--- src/rtl/sha_round_sched.sv ---
// SHA-256 message-schedule generator and round counter paired with cu_sha.
// Optional build macro SHA_KT_ROM_EN adds the o_kt round-constant ROM output.
module sha_round_sched #(
  parameter int ROUNDS = 64,
  parameter int CNT_W  = 6
) (
  input  logic             usr_clk,
  input  logic             usr_reset_n,
  input  logic             i_load,
  input  logic [511:0]     i_blk,
  input  logic             i_cnt_en,
  output logic             o_cnt_flag,
  output logic [CNT_W-1:0] o_round,
  output logic [31:0]      o_wt,
  output logic             o_busy
`ifdef SHA_KT_ROM_EN
  ,
  output logic [31:0]      o_kt
`endif
);

  typedef enum logic {S_IDLE, S_RUN} state_t;

  localparam logic [CNT_W-1:0] LAST_ROUND = CNT_W'(ROUNDS - 1);

  state_t           r_state;
  logic [CNT_W-1:0] r_round;
  logic [31:0]      r_win [16];

  state_t           w_state_nxt;
  logic [CNT_W-1:0] w_round_nxt;
  logic             w_load;
  logic             w_shift;
  logic [31:0]      w_new_word;

  function automatic logic [31:0] rotr(input logic [31:0] x, input int n);
    return (x >> n) | (x << (32 - n));
  endfunction

  function automatic logic [31:0] sig0(input logic [31:0] x);
    return rotr(x, 7) ^ rotr(x, 18) ^ (x >> 3);
  endfunction

  function automatic logic [31:0] sig1(input logic [31:0] x);
    return rotr(x, 17) ^ rotr(x, 19) ^ (x >> 10);
  endfunction

  assign w_new_word = sig1(r_win[14]) + r_win[9] + sig0(r_win[1]) + r_win[0];

  // Next-state logic: a load pre-empts everything, including a pending advance.
  always_comb begin
    // NOTE: every output of this block gets a default first so no latch is inferred.
    w_state_nxt = r_state;
    w_round_nxt = r_round;
    w_load      = 1'b0;
    w_shift     = 1'b0;
    if (i_load) begin
      w_load      = 1'b1;
      w_state_nxt = S_RUN;
      w_round_nxt = '0;
    end else if (r_state == S_RUN && i_cnt_en) begin
      if (r_round == LAST_ROUND) begin
        w_state_nxt = S_IDLE;
        w_round_nxt = '0;
      end else begin
        w_round_nxt = r_round + 1'b1;
        w_shift     = 1'b1;
      end
    end
  end

  always_ff @(posedge usr_clk or negedge usr_reset_n) begin
    if (!usr_reset_n) begin
      // NOTE: non-blocking assignments keep every register sampling pre-edge values.
      r_state <= S_IDLE;
      r_round <= '0;
    end else begin
      r_state <= w_state_nxt;
      r_round <= w_round_nxt;
    end
  end

  always_ff @(posedge usr_clk or negedge usr_reset_n) begin
    if (!usr_reset_n) begin
      // NOTE: the window is reset so o_wt reads zero after reset rather than stale data.
      for (int k = 0; k < 16; k++) r_win[k] <= '0;
    end else if (w_load) begin
      for (int k = 0; k < 16; k++) r_win[k] <= i_blk[511 - 32*k -: 32];
    end else if (w_shift) begin
      for (int k = 0; k < 15; k++) r_win[k] <= r_win[k+1];
      r_win[15] <= w_new_word;
    end
  end

  assign o_round    = r_round;
  assign o_wt       = r_win[0];
  assign o_busy     = (r_state == S_RUN);
  assign o_cnt_flag = (r_state == S_RUN) && (r_round == LAST_ROUND);

`ifdef SHA_KT_ROM_EN
  localparam logic [31:0] K_ROM [64] = '{
    32'h428a2f98, 32'h71374491, 32'hb5c0fbcf, 32'he9b5dba5,
    32'h3956c25b, 32'h59f111f1, 32'h923f82a4, 32'hab1c5ed5,
    32'hd807aa98, 32'h12835b01, 32'h243185be, 32'h550c7dc3,
    32'h72be5d74, 32'h80deb1fe, 32'h9bdc06a7, 32'hc19bf174,
    32'he49b69c1, 32'hefbe4786, 32'h0fc19dc6, 32'h240ca1cc,
    32'h2de92c6f, 32'h4a7484aa, 32'h5cb0a9dc, 32'h76f988da,
    32'h983e5152, 32'ha831c66d, 32'hb00327c8, 32'hbf597fc7,
    32'hc6e00bf3, 32'hd5a79147, 32'h06ca6351, 32'h14292967,
    32'h27b70a85, 32'h2e1b2138, 32'h4d2c6dfc, 32'h53380d13,
    32'h650a7354, 32'h766a0abb, 32'h81c2c92e, 32'h92722c85,
    32'ha2bfe8a1, 32'ha81a664b, 32'hc24b8b70, 32'hc76c51a3,
    32'hd192e819, 32'hd6990624, 32'hf40e3585, 32'h106aa070,
    32'h19a4c116, 32'h1e376c08, 32'h2748774c, 32'h34b0bcb5,
    32'h391c0cb3, 32'h4ed8aa4a, 32'h5b9cca4f, 32'h682e6ff3,
    32'h748f82ee, 32'h78a5636f, 32'h84c87814, 32'h8cc70208,
    32'h90befffa, 32'ha4506ceb, 32'hbef9a3f7, 32'hc67178f2
  };

  logic [5:0] w_kt_idx;
  assign w_kt_idx = 6'(r_round);
  assign o_kt     = K_ROM[w_kt_idx];
`endif

endmodule

--- config.mk ---
export PLATFORM = sky130hd
export DESIGN_NAME = sha_round_sched
export DESIGN_NICKNAME = d
export VERILOG_FILES = /design/src/rtl/sha_round_sched.sv
export SDC_FILE = /design/constraint.sdc
export NUM_CORES = 1
export LEC_CHECK = 0
export CELL_PAD_IN_SITES_DETAIL_PLACEMENT = 0
export CELL_PAD_IN_SITES_GLOBAL_PLACEMENT = 2
export CORE_MARGIN = 2
export CORE_UTILIZATION = 35
export CTS_BUF_LIST = sky130_fd_sc_hd__clkbuf_16
export DETAILED_ROUTE_END_ITERATION = 10
export PLACE_DENSITY = 0.82
export SLEW_MARGIN = 5
export SYNTH_ARGS = -nofsm -noshare
export SYNTH_HDL_FRONTEND = slang
export SYNTH_SLANG_ARGS = --single-unit
export TNS_END_PERCENT = 100
--- constraint.sdc ---
create_clock -name usr_clk -period 12.35 [get_ports usr_clk]
set_input_delay 2.47 -clock usr_clk [delete_from_list [all_inputs] [get_ports usr_clk]]
set_output_delay 2.47 -clock usr_clk [all_outputs]
set_load 0.05 [all_outputs]
==> metrics.md <==
| Metric | Value |
|---|---|
| F_max | `between 150 and 200 MHz` |
| Syn Area/Cell | `about 10 µm²` |
| Power per standard cell area | `about 200 nW/µm²` |
| Synth Instances | `approximately 2,900` |
| Syn_nets | `between 3,000 and 4,000` |
| Cell taking the most area after synthesis | `dfrtp_1` |
| Setup TNS | `0 ns` |
| Vias in the first global route | `about 23,000` |
| Top_reg_cell synth | `dfrtp_1` |
| Final Hold Vio Count | `0` |
| Worst VDD drop | `between 0.15 and 0.2 mV` |
| Post-synth EDFFs | `0` |
| Worst Tran Pin Value | `around 1.1 ns` |
| Fin crit share | `between 40 and 50%` |
| Register area share after synthesis | `a little under half` |
| Leakage | `around 16 nW` |
| Hold crit path type | `flop to flop` |
| Full die area | `roughly 83,000 µm²` |
| Pre-antenna DRT Iters | `6` |
| Synth Cell Area | `roughly 28,000 µm²` |
| Starting Density | `a little over a third` |
| Core area | `between 80,000 and 90,000 µm²` |
| Share of the synthesized area in the top cell type | `between 40% and 50%` |
| Largest net degree at the start of global routing | `between 200 and 300` |
| CTS tree | `done` |
| Slew headroom | `roughly a quarter` |
| DR iter-0 viols | `about 1,500` |
| Global-route usage over all layers | `around a quarter` |
| Cts repair resizes | `0` |
| Post-route worst setup slack | `~7 ns` |
| CP max FO | `5` |
| Setup violators final | `0` |
| Num CTS Buffers | `58` |
| Reg2reg end | `r_win[29]$_DFFE_PN0P_` |
| Most common cell after layout, fill and taps aside | `clkdlybuf4s50_1` |
| Final instance area | `36,000 µm²` |
| Final hold slack | `0.554 ns` |
| Initial antenna violation count | `16` |
| Crit path launch | `o_round[0]$_DFFE_PN0P_` |
| Worst setup SP type | `flop` |
| Critical setup path kind | `flop to output pin` |
| First-pass GRT wire length | `154,000 µm` |
| Area grow syn2layout | `27.5%` |
| Critical Path End | `o_cnt_flag` |
| Status | `completed` |
| Arrival time at the worst endpoint | `about 2.8 ns` |
| Clock transition at path regs | `0.06 ns` |
| Wire per inst | `24.4 µm` |
| Vias | `around 22,000` |
| Hpwl dp | `approximately 83,000 µm` |
| Fin crit period | `about 5.3 ns` |
| Yosys reg bits | `between 500 and 600` |
| Commonest cells after routing, fill and taps aside | `clkdlybuf4s50_1 (553), nand2_1 (532), dfrtp_1 (519)` |
| Vertical die dimension | `around 290 µm` |
| H-tree depth | `2` |
| Crit path capture type | `output pin` |
| Grt total ovfl | `0` |
| Synth area leaders | `dfrtp_1 (46%), mux2i_1 (17%), o21ai_0 (9.1%), nand2_1 (7.1%), fa_1 (4.4%)` |
| # port buffers | `555` |
| Chip Width | `288 µm` |
| Setup Fix Bufs, Post-CTS | `0` |
| Unrepaired setup endpoints after global routing | `no` |
| Routed WL | `about 110,000 µm` |
| Flop-to-flop setup slack | `roughly 7.4 ns` |
| Post-DP Area | `34,200 µm²` |
| Clk sinks | `between 500 and 600` |
| Yosys warnings | `0` |
| CP required | `slightly below 10 ns` |
| Hold-fix buffers, CTS | `0` |
| Reg2reg path depth | `16` |
| Max cap viols | `0` |
| Root Buffer | `clkbuf_16` |
| DR vias/cell | `5.07` |
| DRC | `0` |
| R2R Path Start | `r_win[43]$_DFFE_PN0P_` |
| Final net count | `about 3,900` |
| Async SR Flop Fraction | `100%` |
| Skew final | `0.0256 ns` |
| Clock latency on the worst-skew pair | `between 0.6 and 0.7 ns` |
| Longest Clk Path Bufs | `3` |
| CP max stage cell | `clkdlybuf4s50_1` |
| Remaining antenna violation count | `0` |
| Setup WS pre-CTS | `approximately 6.5 ns` |
| Share of layout cells above drive strength 1 | `approximately 3.6%` |
| Tot Pwr | `~0.0073 W` |
| RD Place Congestion | `~0.88` |
| Yosys cell types | `60` |
| Top Ports | `around 560` |
| Fin. max-slew vios | `0` |
| Worst path cell trace | `ha_1, nand3_1, nor2_1, and2_1, clkdlybuf4s50_1` |
| Max incr delay on CP | `~0.8 ns` |
| Rows | `around 100` |
-- state kept, by name, summed over array words and instances (netlist names) --
name / count
r_win: 480
o_wt: 32
o_busy: 1
o_round: 6
-- Yosys cell counts (all sizes together) (2+ instances only) --
cell type,n
mux2,3
nor3,10
fa,62
o21bai,4
nand2,533
a21o,11
dfrtp,519
nor2b,5
or2,3
xor2,58
buf,81
clkdlybuf4s15,2
clkbuf,167
nand2b,2
o21a,5
nand4,7
nor3b,7
o221ai,3
inv,128
a221oi,3
a211oi,4
o41ai,3
a21oi,52
xnor2,88
a31oi,3
and2,5
nor2,45
mux2i,486
o31ai,3
nand3,11
o21ai,514
ha,32
nor4,3
or3,2
-- power by group --
part | total, W | leakage (nW) | switching, W | internal [W]
Sequential | 0.00221 | 6.32 | 0.000271 | 0.00193
Combinational | 0.00349 | 9.15 | 0.00208 | 0.00141
Clock | 0.00163 | 0.935 | 0.000737 | 0.000894
-- stage by stage --
stage / cells / util, %
after floorplan: 2874 / -
after global placement: 4261 / 42.7
after detailed placement: 4261 / 42.7
after CTS: 4366 / 44.9
after global routing: 4374 / 44.9
final: 4374 / 44.9
-- metal layers --
layer	wire (µm)	share of wire, %	track usage [%]	vias up
li1	-	-	-	10400
met3	6440	6.0	4.92	145
met1	45600	43	33.7	10900
met2	51000	48	41.6	664
met5	81	0.076	0	-
met4	3370	3.2	8.39	12
-- how the worst min path moves through the flow --
stage,startpoint,to,depth (start not counted)
2_1_floorplan,r_win[11]$_DFFE_PN0P_,r_win[11]$_DFFE_PN0P_,2
3_3_place_gp,o_busy$_DFFE_PN0P_,o_busy$_DFFE_PN0P_,1
3_5_place_dp,o_busy$_DFFE_PN0P_,o_busy$_DFFE_PN0P_,1
4_1_cts,o_busy$_DFFE_PN0P_,o_busy$_DFFE_PN0P_,1
5_1_grt,o_busy$_DFFE_PN0P_,o_busy$_DFFE_PN0P_,1
6_report,o_busy$_DFFE_PN0P_,o_busy$_DFFE_PN0P_,1
-- area by class of cell --
type	instances	area, µm²
Clock inverter	47	315
Inverter	128	480
Sequential cell	519	13000
Antenna cell	8	20.0
Fill cell	7707	44200
Multi-Input combinational cell	1977	13600
Tap cell	1060	1330
Clock buffer	58	1450
Timing Repair Buffer	577	5790
-- cell families after synthesis --
| logic type | count (synthesis) | share of synthesized area, % |
|---|---|---|
| xor gates and xnor gates | 146 | 4.53 |
| buffers and inverters | 378 | 5.82 |
| muxes | 489 | 17.4 |
| AOI/OAI and AO/OA | 612 | 11.5 |
| and+or+nand+nor | 636 | 8.99 |
| DFF | 519 | 46.0 |
| adders and majority gates | 94 | 5.82 |
-- critical path: cells and delay by family, from the launching register on --
kind	cells	cell delay (ns)
AND/OR/NAND/NOR	3	0.72
adder cells (fa/ha/maj)	1	0.23
buffers and inverters	1	0.80
flip-flops	1	0.43
No activity file was read; power rests on OpenSTA's default activity.
